==> src/rtl/fifo_read_ctrl.sv <==
// -----------------------------------------------------------------------------
// fifo_read_ctrl
//   Read-domain half of an asynchronous FIFO. Brings the write-side Gray
//   pointer into rclk through a flop chain, owns the binary read pointer, and
//   drives the dual-port memory read address. Produces registered read data,
//   empty / almost-empty / underflow / level status, and the registered Gray
//   read pointer handed back to the write domain.
//
//   Optional feature (build macro FIFO_RD_COUNT_EN):
//     defined   -> fifo_read_count counts accepted reads, modulo 2**(ADDR_W+1)
//     undefined -> fifo_read_count is tied to 0 and no counter flops exist
//
// Parameters
//   DATA_W       read data width
//   ADDR_W       memory address width, DEPTH = 2**ADDR_W
//   SYNC_STAGES  synchronizer flop stages for wptr_gray (>= 2)
//
// Ports
//   rclk             in   read clock
//   hw_rst_n         in   asynchronous active-low reset
//   sw_rst           in   synchronous active-high soft reset
//   read_enable      in   read request
//   aempty_value     in   almost-empty threshold in entries
//   wptr_gray        in   write pointer, Gray coded, write clock domain
//   mem_rdata        in   asynchronous memory read data at raddr
//   raddr            out  memory read address
//   rptr_gray        out  registered Gray read pointer to write domain
//   rdata            out  registered read data
//   rd_valid         out  rdata valid strobe
//   rempty           out  FIFO empty
//   rd_almost_empty  out  level <= aempty_value
//   underflow        out  read requested while empty (1-cycle pulse)
//   rd_level         out  entries available, 0..DEPTH
//   fifo_read_count  out  cumulative accepted reads
// -----------------------------------------------------------------------------
module fifo_read_ctrl #(
  parameter int DATA_W      = 32,
  parameter int ADDR_W      = 5,
  parameter int SYNC_STAGES = 2
) (
  input  logic              rclk,
  input  logic              hw_rst_n,
  input  logic              sw_rst,
  input  logic              read_enable,
  input  logic [ADDR_W-1:0] aempty_value,
  input  logic [ADDR_W:0]   wptr_gray,
  input  logic [DATA_W-1:0] mem_rdata,
  output logic [ADDR_W-1:0] raddr,
  output logic [ADDR_W:0]   rptr_gray,
  output logic [DATA_W-1:0] rdata,
  output logic              rd_valid,
  output logic              rempty,
  output logic              rd_almost_empty,
  output logic              underflow,
  output logic [ADDR_W:0]   rd_level,
  output logic [ADDR_W:0]   fifo_read_count
);

  localparam logic [ADDR_W:0] PTR_ONE = (ADDR_W + 1)'(1);

  function automatic logic [ADDR_W:0] bin2gray(input logic [ADDR_W:0] b);
    return b ^ (b >> 1);
  endfunction

  function automatic logic [ADDR_W:0] gray2bin(input logic [ADDR_W:0] g);
    logic [ADDR_W:0] b;
    b[ADDR_W] = g[ADDR_W];
    for (int i = ADDR_W - 1; i >= 0; i--) begin
      b[i] = b[i+1] ^ g[i];
    end
    return b;
  endfunction

  logic [ADDR_W:0] wq_sync [SYNC_STAGES];
  logic [ADDR_W:0] wq_gray;
  logic [ADDR_W:0] wq_bin;
  logic [ADDR_W:0] rbin;
  logic [ADDR_W:0] rbin_next;
  logic [ADDR_W:0] rgray_next;
  logic [ADDR_W:0] rd_level_next;
  logic            rd_ok;

  // Write pointer crosses into rclk; only one Gray bit changes per write, so
  // any stage sampled mid-transition still holds an old or new valid pointer.
  always_ff @(posedge rclk or negedge hw_rst_n) begin
    if (!hw_rst_n) begin
      for (int i = 0; i < SYNC_STAGES; i++) begin
        wq_sync[i] <= '0;
      end
    end else begin
      wq_sync[0] <= wptr_gray;
      for (int i = 1; i < SYNC_STAGES; i++) begin
        wq_sync[i] <= wq_sync[i-1];
      end
    end
  end

  assign wq_gray = wq_sync[SYNC_STAGES-1];
  assign wq_bin  = gray2bin(wq_gray);

  // Status is computed from the post-read pointer so the read that takes the
  // last entry raises rempty on the same edge, blocking the next request.
  always_comb begin
    rd_ok         = read_enable & ~rempty & ~sw_rst;
    rbin_next     = rd_ok ? rbin + PTR_ONE : rbin;
    rgray_next    = bin2gray(rbin_next);
    rd_level_next = wq_bin - rbin_next;
  end

  always_ff @(posedge rclk or negedge hw_rst_n) begin
    if (!hw_rst_n) begin
      rbin            <= '0;
      rptr_gray       <= '0;
      rdata           <= '0;
      rd_valid        <= 1'b0;
      rempty          <= 1'b1;
      rd_almost_empty <= 1'b1;
      underflow       <= 1'b0;
      rd_level        <= '0;
    end else if (sw_rst) begin
      rbin            <= '0;
      rptr_gray       <= '0;
      rdata           <= '0;
      rd_valid        <= 1'b0;
      rempty          <= 1'b1;
      rd_almost_empty <= 1'b1;
      underflow       <= 1'b0;
      rd_level        <= '0;
    end else begin
      rbin            <= rbin_next;
      rptr_gray       <= rgray_next;
      rd_valid        <= rd_ok;
      if (rd_ok) begin
        rdata <= mem_rdata;
      end
      rempty          <= (rgray_next == wq_gray);
      rd_almost_empty <= (rd_level_next <= {1'b0, aempty_value});
      underflow       <= read_enable & rempty;
      rd_level        <= rd_level_next;
    end
  end

  assign raddr = rbin[ADDR_W-1:0];

`ifdef FIFO_RD_COUNT_EN
  logic [ADDR_W:0] rd_count;

  always_ff @(posedge rclk or negedge hw_rst_n) begin
    if (!hw_rst_n) begin
      rd_count <= '0;
    end else if (sw_rst) begin
      rd_count <= '0;
    end else if (rd_ok) begin
      rd_count <= rd_count + PTR_ONE;
    end
  end

  assign fifo_read_count = rd_count;
`else
  assign fifo_read_count = '0;
`endif

endmodule

==> config.mk <==
export PLATFORM = sky130hd
export DESIGN_NAME = fifo_read_ctrl
export DESIGN_NICKNAME = d
export VERILOG_FILES = /design/src/rtl/fifo_read_ctrl.sv
export SDC_FILE = /design/constraint.sdc
export NUM_CORES = 1
export LEC_CHECK = 0
export BUFFER_PORTS_ARGS = -buffer_cell sky130_fd_sc_hd__buf_2
export CELL_PAD_IN_SITES_DETAIL_PLACEMENT = 1
export CELL_PAD_IN_SITES_GLOBAL_PLACEMENT = 2
export CORE_ASPECT_RATIO = 0.75
export CORE_MARGIN = 3
export CORE_UTILIZATION = 31
export CTS_CLUSTER_DIAMETER = 50
export DETAILED_ROUTE_END_ITERATION = 7
export GPL_TIMING_DRIVEN = 0
export MAX_ROUTING_LAYER = met4
export PLACE_DENSITY = 0.83
export SETUP_SLACK_MARGIN = 0.15
export SYNTH_ARGS = -nofsm -noshare
export SYNTH_HDL_FRONTEND = slang
export SYNTH_SLANG_ARGS = --single-unit
export TNS_END_PERCENT = 100
==> constraint.sdc <==
create_clock -name rclk -period 3.95 [get_ports rclk]
set_input_delay 0 -clock rclk [delete_from_list [all_inputs] [get_ports rclk]]
set_output_delay 0 -clock rclk [all_outputs]
set_load 0.1 [all_outputs]
==> results.md <==
* Status: finished clean
* Final Hold Viols at 0
* Fillers at 983
* Share of layout cells above drive strength 1 at between 30% and 40%
* Synth area leaders: dfrtp_1, a22o_1, xnor2_1, ha_1, nor2_1
* Area share of the largest cell type after synthesis at 54.1%
* RSZ-0062 raised after global routing: no
* CP max FO at 3
* Worst Hold Class: input pin to flip-flop
* Cell taking the most area after synthesis: dfrtp_1
* Drt pass-1 iters at 4
* Cell chosen for the clock root: clkbuf_16
* CP startpoint kind: flip-flop
* Port-buffer cells at 99
* Asr flop ratio synth at 100%
* Pwr Density at 488 nW/µm²
* Slew at the pin closest to its max-slew limit at 0.831 ns
* DRC at 0
* Fin nets at 449
* Max VDD drop at around 0.23 mV
* Fin crit share at 87.2%
* Antenna Cells at 0
* Total core area at 8780 µm²
* DIE WIDTH at 118 µm
* CP Data Arrival Time at around 3.7 ns
* Area of the multi-input gates at 1170 µm²
* DRT antenna net count at 0
* Crit Path Category: flip-flop to flip-flop
* Clk_lat worst skew at 0.33 ns
* CTS buffer count at 9
* Reg2reg setup slack at 0.51 ns
* Vias in the first global route at around 2700
* Syn avg cell area at roughly 12 µm²
* Total chip power at 2.09 mW
* Maxcap violations at 0
* Clock Pin Slew Worst Setup and Hold Paths at 0.05 ns
* Clk_skew at between 0.006 and 0.007 ns
* Largest net degree at the start of global routing at 66
* Placed Area at between 3000 and 4000 µm²
* Slew headroom at 44.6%
* DP HPWL at between 5 and 6 mm
* Syn. warnings at 0
* Yosys reg bits at 65
* Row cnt at 29
* WL/cell at 15.7 µm
* TNS Setup at 0 ns
* Yosys cell types at 43
* Main synth FF type: dfrtp_1
* Dpl cells at 463
* Fin area at 4280 µm²
* Number of flops mapped to enable cells by yosys at 0
* Clock Path Buffers at 2
* Final min period at 3.44 ns
* Post-Syn Area at roughly 2900 µm²
* H-Tree Depth at 3
* Mapped Cells at 235
* Sinks on the clock net at 65
* Num ports at 106
* GRT Residual Overflow at 0
* Fin cells at ~520
* DIE AREA at around 11000 µm²
* Initial Util at 33.2%
* Vias per inst at 4.52
* First-pass GRT wire length at roughly 14 mm
* Max Slew Vio Count at 0
* Setup crit end kind: flip-flop
* Leakage at between 2 and 2.5 nW
* FMAX at 0.290 GHz
* Post-CTS Setup Bufs at 0
* Final setup violation count at 0
* Critical Path RT at between 4 and 5 ns
* DR vias at around 2300
* CTS tree: done
* Reg area at 1630 µm²
* DRT iter0 DRCs at 60
* Initial antenna violation count at 0
* Post-synthesis sequential area ratio at 56.0%
* DRT Wirelength at 8.12 mm
* Layout area overhead at 47.1%
* Die height at 89.9 µm
* Routability cong. at 0.741
* GRT Resource Usage Total at 16.9%
==> per-layer routing <==
| layer | share of wire [%] | vias to the layer above | wire [µm] | track usage (%) |
|---|---|---|---|---|
| li1 | - | 1108 | - | - |
| met1 | 46 | 1150 | 3720 | 20.9 |
| met2 | 47 | 75 | 3840 | 26.4 |
| met3 | 5.0 | 15 | 403 | 5.58 |
| met4 | 1.9 | 0 | 157 | 5.46 |
| met5 | 0 | - | 0 | - |
==> cell usage in the layout (no fill, tap or decap), types with 2 or more instances in the layout <==
cell type and instances:
buf_2 100, dfrtp_1 63, dlygate4sd3_1 40, a22o_1 32
xnor2_1 20, nor2_1 17, clkbuf_1 12, ha_1 11
nand2_1 10, inv_1 9, clkbuf_16 9, nor2b_1 7
buf_4 7, xor2_1 6, a21oi_1 6, conb_1 6
o21ai_0 4, xor2_2 2, mux2i_1 2, o21a_1 2
clkinv_2 2, dfstp_2 2
==> power breakdown <==
part | leakage, nW | internal [mW] | total (mW) | switching [mW]
combinational | 1.18 | 0.156 | 0.575 | 0.419
sequential | 0.853 | 0.709 | 0.729 | 0.0200
clock | 0.144 | 0.504 | 0.784 | 0.280
==> kinds of logic (layout without fill, tap and decap cells) <==
logic type,Yosys count,count (layout),synth area share [%]
AOI/OAI and AO/OA,51,51,13.8
xor gates and xnor gates,29,29,9.24
adders and majority gates,12,12,5.41
buffers and inverters,27,182,4.60
DFF,65,65,56.0
muxes,3,3,1.07
other,1,6,0.129
and+or+nand+nor,47,47,9.76
==> worst paths after layout <==
| check | startpoint | to | depth (start not counted) |
|---|---|---|---|
| min | aempty_value[4] | rd_almost_empty$_DFF_PN1_ | 5 |
| min in group asynchronous | hw_rst_n | rbin[5]$_DFF_PN0_ | 2 |
| min reg2reg | wq_sync[9]$_DFF_PN0_ | wq_gray[3]$_DFF_PN0_ | 0 |
| max | wq_gray[5]$_DFF_PN0_ | rd_almost_empty$_DFF_PN1_ | 15 |
| max in group asynchronous | hw_rst_n | rdata[23]$_DFFE_PN0P_ | 2 |
| max reg2reg | wq_gray[5]$_DFF_PN0_ | rd_almost_empty$_DFF_PN1_ | 15 |
==> repair_timing <==
item	4_1_cts	5_1_grt
hold buffers	40	0
hold endpoints to repair	102	0
resized for setup	0	1
setup endpoints to repair	0	1
==> final cells by class <==
cell class,count,area share (%)
inverters,9,0.789
plain buffers,18,2.34
well taps,124,3.62
multi-input cells,148,27.4
flip-flops and latches,65,38.0
clock inverters,3,0.935
repair buffers,139,21.0
clock buffers,13,5.84
==> state kept, by name, summed over array words and instances, names as in the netlist <==
name	count
rd_almost_empty	1
wq_sync	6
rptr_gray	5
wq_gray	6
rd_valid	1
underflow	1
rd_level	6
rempty	1
rdata	32
rbin	6
==> worst max-delay path: stages (launching register included) <==
cell	delay [ns]
dfrtp_1	0.40
xor2_1	0.30
xnor2_1	0.23
xnor2_2	0.18
xor2_2	0.25
xnor2_1	0.16
ha_1	0.19
inv_1	0.06
fa_1	0.47
ha_1	0.30
nor2b_1	0.13
o21a_1	0.17
o21a_1	0.16
o21ai_0	0.14
nand2b_1	0.07
a21oi_1	0.14
==> through the flow <==
step	utilization, %	hold WS, ns	setup slack [ns]
3_3_place_gp	40.8	0.108	0.466
2_1_floorplan	-	-0.296	0.677
3_5_place_dp	40.8	0.110	0.392
5_1_grt	48.8	0.155	0.206
6_report	48.8	0.127	0.506
4_1_cts	48.7	0.123	0.342
==> Yosys cell counts, types with 2 or more instances <==
cell type  count
nor2_1        17
dfstp_2        2
mux2i_1        2
clkbuf_1       9
nand2_1       10
nor2b_1        7
o21ai_0        4
xnor2_1       20
a21oi_1        6
dfrtp_1       63
a22o_1        32
buf_4          6
buf_2          2
xor2_1         7
o21a_1         2
inv_1          9
ha_1          11
(Power assumes the default switching activity.)
